[config.mk]
export PLATFORM = sky130hd
export DESIGN_NAME = maxpool_mram_arbiter
export DESIGN_NICKNAME = d
export VERILOG_FILES = /design/src/rtl/maxpool_mram_arbiter_pkg.sv /design/src/rtl/mram_grant_sel.sv /design/src/rtl/maxpool_mram_arbiter.sv
export SDC_FILE = /design/constraint.sdc
export NUM_CORES = 1
export LEC_CHECK = 0
export CAP_MARGIN = 15
export CORE_AREA = 2 2 95 97
export CTS_CLUSTER_DIAMETER = 50
export DETAILED_ROUTE_END_ITERATION = 7
export DIE_AREA = 0 0 97 99
export DONT_BUFFER_PORTS = 1
export PLACE_DENSITY = 0.37
export SYNTH_ARGS = -nofsm -noshare
export SYNTH_HDL_FRONTEND = slang
export SYNTH_SLANG_ARGS = --single-unit
[constraint.sdc]
create_clock -name clk -period 2.3 [get_ports clk]
set_input_delay 0.46 -clock clk [delete_from_list [all_inputs] [get_ports clk]]
set_output_delay 0.46 -clock clk [all_outputs]
set_load 0.02 [all_outputs]
[src/rtl/maxpool_mram_arbiter_pkg.sv]
// Shared CNN-engine definitions used by the MaxPool/MRAM arbiter.
//   StarveLimitDefault : default cap on consecutive writer grants while a read waits
//   arb_state_e        : arbiter FSM encoding (what was granted last cycle)
//   GrantWr / GrantRd  : bit positions inside the one-hot grant vector
package maxpool_mram_arbiter_pkg;

  localparam int unsigned StarveLimitDefault = 8;

  typedef enum logic [1:0] {
    StIdle  = 2'd0,
    StWrite = 2'd1,
    StRead  = 2'd2
  } arb_state_e;

  localparam int unsigned GrantWr = 0;
  localparam int unsigned GrantRd = 1;

endpackage

[src/rtl/mram_grant_sel.sv]
// Grant selection between the MaxPool writer and the downstream reader.
//   wr_req : writer request (already qualified by reset)
//   rd_req : reader request (already qualified by reset)
//   starve : reader has waited the maximum number of writer grants
//   grant  : one-hot grant, bit GrantWr / GrantRd, all zero when nobody asks
module mram_grant_sel
  import maxpool_mram_arbiter_pkg::*;
(
  input  logic       wr_req,
  input  logic       rd_req,
  input  logic       starve,
  output logic [1:0] grant
);

  // Writer wins ties unless the reader has been starved.
  always_comb begin
    grant = '0;
    if (rd_req && (starve || !wr_req)) begin
      grant[GrantRd] = 1'b1;
    end else if (wr_req) begin
      grant[GrantWr] = 1'b1;
    end
  end

endmodule

[src/rtl/maxpool_mram_arbiter.sv]
// Arbitrates a single MRAM between the MaxPool writer (port A) and a downstream
// reader (port B), with a starvation bound for the reader and frame tracking.
//   clk, reset                         : clock, asynchronous active-high reset
//   wr_valid/wr_ready/wr_addr/...      : writer handshake and payload
//   rd_valid/rd_ready/rd_addr          : reader handshake and address
//   rsp_valid/rsp_data                 : read response, one cycle after the grant
//   mram_*_a                           : MRAM write port
//   mram_en_b/read_addr/mram_dout_b    : MRAM read port
//   frame_done                         : pulse the cycle after a wr_last write
//   wr_count                           : writes accepted in the current frame
module maxpool_mram_arbiter
  import maxpool_mram_arbiter_pkg::*;
#(
  parameter int unsigned ADDR_W       = 10,
  parameter int unsigned STARVE_LIMIT = StarveLimitDefault
) (
  input  logic              clk,
  input  logic              reset,
  input  logic              wr_valid,
  output logic              wr_ready,
  input  logic [ADDR_W-1:0] wr_addr,
  input  logic [31:0]       wr_data,
  input  logic [3:0]        wr_be,
  input  logic              wr_last,
  input  logic              rd_valid,
  output logic              rd_ready,
  input  logic [31:0]       rd_addr,
  output logic              rsp_valid,
  output logic [31:0]       rsp_data,
  output logic              mram_en_a,
  output logic [3:0]        mram_we_a,
  output logic [ADDR_W-1:0] mram_addr_a,
  output logic [31:0]       mram_din_a,
  output logic              mram_en_b,
  output logic [31:0]       read_addr,
  input  logic [31:0]       mram_dout_b,
  output logic              frame_done,
  output logic [ADDR_W:0]   wr_count
);

  localparam int unsigned CntW = $clog2(STARVE_LIMIT + 1);
  localparam logic [CntW-1:0] StarveMax = CntW'(STARVE_LIMIT);
  localparam logic [ADDR_W:0] CountMax = {1'b1, {ADDR_W{1'b0}}};

  arb_state_e        state_q, state_d;
  logic [CntW-1:0]   starve_q, starve_d;
  logic [ADDR_W:0]   wr_count_q, wr_count_d;
  logic              frame_done_q, frame_done_d;
  logic [1:0]        grant;
  logic              wr_gnt, rd_gnt;

  // Requests are masked by reset so no grant can leak out while it is held.
  mram_grant_sel u_grant_sel (
    .wr_req (wr_valid && !reset),
    .rd_req (rd_valid && !reset),
    .starve (starve_q == StarveMax),
    .grant  (grant)
  );

  assign wr_gnt = grant[GrantWr];
  assign rd_gnt = grant[GrantRd];

  always_comb begin
    state_d      = StIdle;
    starve_d     = starve_q;
    wr_count_d   = wr_count_q;
    frame_done_d = 1'b0;

    if (wr_gnt) begin
      state_d = StWrite;
    end else if (rd_gnt) begin
      state_d = StRead;
    end

    if (!rd_valid || rd_gnt) begin
      starve_d = '0;
    end else if (wr_gnt && (starve_q != StarveMax)) begin
      starve_d = starve_q + CntW'(1);
    end

    if (wr_gnt) begin
      if (wr_last) begin
        wr_count_d   = '0;
        frame_done_d = 1'b1;
      end else if (wr_count_q == CountMax) begin
        // Silent wrap: overflow is not a frame boundary.
        wr_count_d = '0;
      end else begin
        wr_count_d = wr_count_q + (ADDR_W + 1)'(1);
      end
    end
  end

  always_ff @(posedge clk or posedge reset) begin
    if (reset) begin
      state_q      <= StIdle;
      starve_q     <= '0;
      wr_count_q   <= '0;
      frame_done_q <= 1'b0;
    end else begin
      state_q      <= state_d;
      starve_q     <= starve_d;
      wr_count_q   <= wr_count_d;
      frame_done_q <= frame_done_d;
    end
  end

  always_comb begin
    wr_ready    = wr_gnt;
    rd_ready    = rd_gnt;
    mram_en_a   = wr_gnt;
    mram_we_a   = wr_gnt ? wr_be   : 4'h0;
    mram_addr_a = wr_gnt ? wr_addr : '0;
    mram_din_a  = wr_gnt ? wr_data : 32'h0;
    mram_en_b   = rd_gnt;
    read_addr   = rd_gnt ? rd_addr : 32'h0;
    // Response is the MRAM output in the cycle after the read grant.
    rsp_valid   = (state_q == StRead);
    rsp_data    = rsp_valid ? mram_dout_b : 32'h0;
    frame_done  = frame_done_q;
    wr_count    = wr_count_q;
  end

endmodule

==> results by group <==
Routing
  • Initial DRC count: 40
  • Antenna-violating nets left: 0
  • Final wirelength: about 5.3 mm
  • Routed WL per cell: roughly 16 um
  • Drc violations: 0
  • Via Count: around 1500
  • Initial DRT Pass Iterations: 4
  • DR vias/cell: 4.66

Die
  • Chip width: 97 um
  • Starting Density: 20.5%
  • Die Area: between 0.009 and 0.01 mm2
  • Core area: around 0.0086 mm2
  • Die span in y: around 99 um
  • Row count: 34
  • Ports: between 200 and 250

Cells and area
  • Layout cell share with drive strength beyond 1: between 40% and 50%
  • Nets: between 300 and 400
  • ANT cells: 0
  • FILL cells: 926
  • Area Overhead vs Synth: 18.7%
  • Fin util: 24.4%
  • Fin area: 0.00208 mm2

Setup path
  • Reg2reg path depth: 4
  • Reg-to-Reg End: wr_count[5]$_DFFE_PP0N_
  • CP Data Arrival Time: ~1.7 ns
  • CP endpoint kind: output pin
  • R2R setup slack: about 0.52 ns
  • Worst path required time: about 1.8 ns
  • Startpoint Class: register
  • CP Class: reg2out
  • Maximum fanout along the worst path: 52
  • Worst R2R Start: wr_count[5]$_DFFE_PP0N_

Power
  • Clock power share: between 20% and 30%
  • Switching power: approximately 340 uW
  • Int Pwr: approximately 550 uW
  • Power density over cell area: around 420 mW/mm2
  • Sw Ratio: a little under two fifths
  • Gate power share: 34.3%
  • Flop pwr share: between 40% and 50%
  • Maximum vdd drop: around 0.19 mV
  • Leak: 0.000885 uW

Logic synthesis
  • YS warnings: 0
  • Synth Instances: roughly 230
  • Register area share after synthesis: 25.6%
  • Number of synthesized flops with an enable pin: 0
  • Syn avg cell area: about 7.8 um2
  • Commonest cells post-synth: and2_1 (111), dfrtp_1 (18), clkbuf_1 (9), nand3_1 (9)
  • Main flop type after synthesis: dfrtp_1
  • Asr flop ratio synth: 100%
  • Top-count cell post-synth: and2_1
  • Synth area leaders: and2_1 (40%), dfrtp_1 (26%), ha_1 (2.8%)
  • Unique masters post-synth: 41
  • Area leader, netlist: and2_1
  • Synth Cell Area: 0.00176 mm2
  • Syn nets: 344
  • Synthesized flop and latch total: 18
  • Synth top area share: around two fifths

Global routing
  • Congestion Overflow GR: 0
  • Largest net degree at the start of global routing: 53
  • Tot GR Track Use: under 10%
  • Vias in the first global route: around 1400
  • First-pass GRT wire length: 7.27 mm
  • Antenna violations before repair: 0

Clock tree
  • H-tree depth: 1
  • CTS tree: built
  • Clock Path Buffers: 2
  • Reg clk slew, reported paths: 0.07 ns
  • CTS sink count: 18
  • Root Driver: clkbuf_8
  • Skew-Pair Late Insertion Delay: 0.25 ns
  • CTS buffer count: 3

Min path
  • Min-Delay Path Class: in2async

STA
  • Max Freq: 457 MHz
  • Max-slew headroom: about 68%
  • Worst-margin pin slew: about 0.47 ns
  • Tcrit/Tclk final: 95.2%
  • Final count of pins violating max slew: 0
  • Setup violations, final: 0
  • Clock skew: around 0.0017 ns
  • TNS Setup: 0 ns
  • Period minus WS final: about 2.2 ns
  • Final hold violations: 0

Place
  • Post-DP HPWL: roughly 4.3 mm
  • Placed inst area: 0.00192 mm2
  • Port Buffers: 0
  • Global placement routability congestion: approximately 0.7

Status
  • Outcome: finished, final reports clean

Job
  • Max-capacitance violation count: 0
per-layer routing:
metal,part of all wire (%),GRT usage (%)
met5,0,0
met2,50,14.6
met1,41,12.9
met4,0.73,2.28
met3,7.9,2.41
sequential cells by signal, indices dropped and copies added, names as in the netlist:
signal,count
wr_count,11
frame_done,1
state_q,2
starve_q,4
per-stage QoR:
stage               power [uW]  hold WS, ns  std cells  worst slack, ns
floorplan                  594        0.438        225            0.141
global placement           650        0.416        328            0.245
detailed placement         650        0.409        328            0.216
CTS                        890        0.126        331          0.00556
global route               933        0.131        332         -0.00199
finish                     882        0.123        332            0.111
layout by cell type (no fill, tap or decap), types with 2 or more instances in the layout:
cell type / count
clkbuf_8: 3
a21boi_0: 2
dfrtp_1: 18
nor4_1: 4
nand2b_1: 2
o21ai_0: 4
nand2_1: 7
ha_1: 3
nor2b_1: 4
a31oi_1: 2
buf_4: 9
xnor2_1: 3
xor2_1: 3
inv_1: 5
and2_2: 65
and2_1: 46
nor2_1: 6
nand3_1: 9
nand4_1: 2
logic make-up (layout without fill, tap and decap cells):
logic type	Yosys count	in the layout	synth area share (%)
flops	18	18	25.6
mux	1	1	0.570
fa+ha+maj	4	4	2.85
xor+xnor	6	6	2.99
simple gates	160	160	56.6
compound gates	14	14	5.56
buf+inv	22	21	5.77
critical path, cell delays in order, from the launching register on:
cell and delay, ns:
dfrtp_1 0.42, inv_1 0.10, ha_4 0.17, nand4b_4 0.15, nand3_1 0.14, inv_1 0.07, buf_12 0.16, and2_2 0.25
area by class of cell:
cell class,instances,area (um2),share of cell area [%]
Timing Repair Buffer,11,103,4.92
Tap cell,108,135,6.48
Clock buffer,3,41.3,1.98
Inverter,7,30.0,1.44
Multi-Input combinational cell,185,1330,63.6
Sequential cell,18,450,21.6
how the worst max path moves through the flow:
| stage | slack (ns) | to | from |
|---|---|---|---|
| floorplan | 0.14 | mram_din_a[24] | reset |
| global placement | 0.24 | read_addr[3] | starve_q[0]$_DFFE_PP0P_ |
| detailed placement | 0.22 | read_addr[0] | starve_q[0]$_DFFE_PP0P_ |
| CTS | 0.006 | read_addr[0] | starve_q[0]$_DFFE_PP0P_ |
| global route | -0.002 | mram_din_a[27] | starve_q[1]$_DFFE_PP0P_ |
| finish | 0.11 | mram_addr_a[2] | starve_q[1]$_DFFE_PP0P_ |
what timing repair did:
action,4_1_cts,5_1_grt
resized for setup,35,37
hold buffers,0,0
endpoints found under the setup margin,59,82
setup buffers,0,1
power groups by stage:
stage | clock network (uW) | registers (uW) | logic [uW]
2_1_floorplan | 0 | 365 | 229
3_3_place_gp | 0 | 361 | 289
3_5_place_dp | 0 | 361 | 289
4_1_cts | 239 | 355 | 297
5_1_grt | 250 | 357 | 325
6_report | 226 | 354 | 302
No activity file was read; power rests on OpenSTA's default activity.
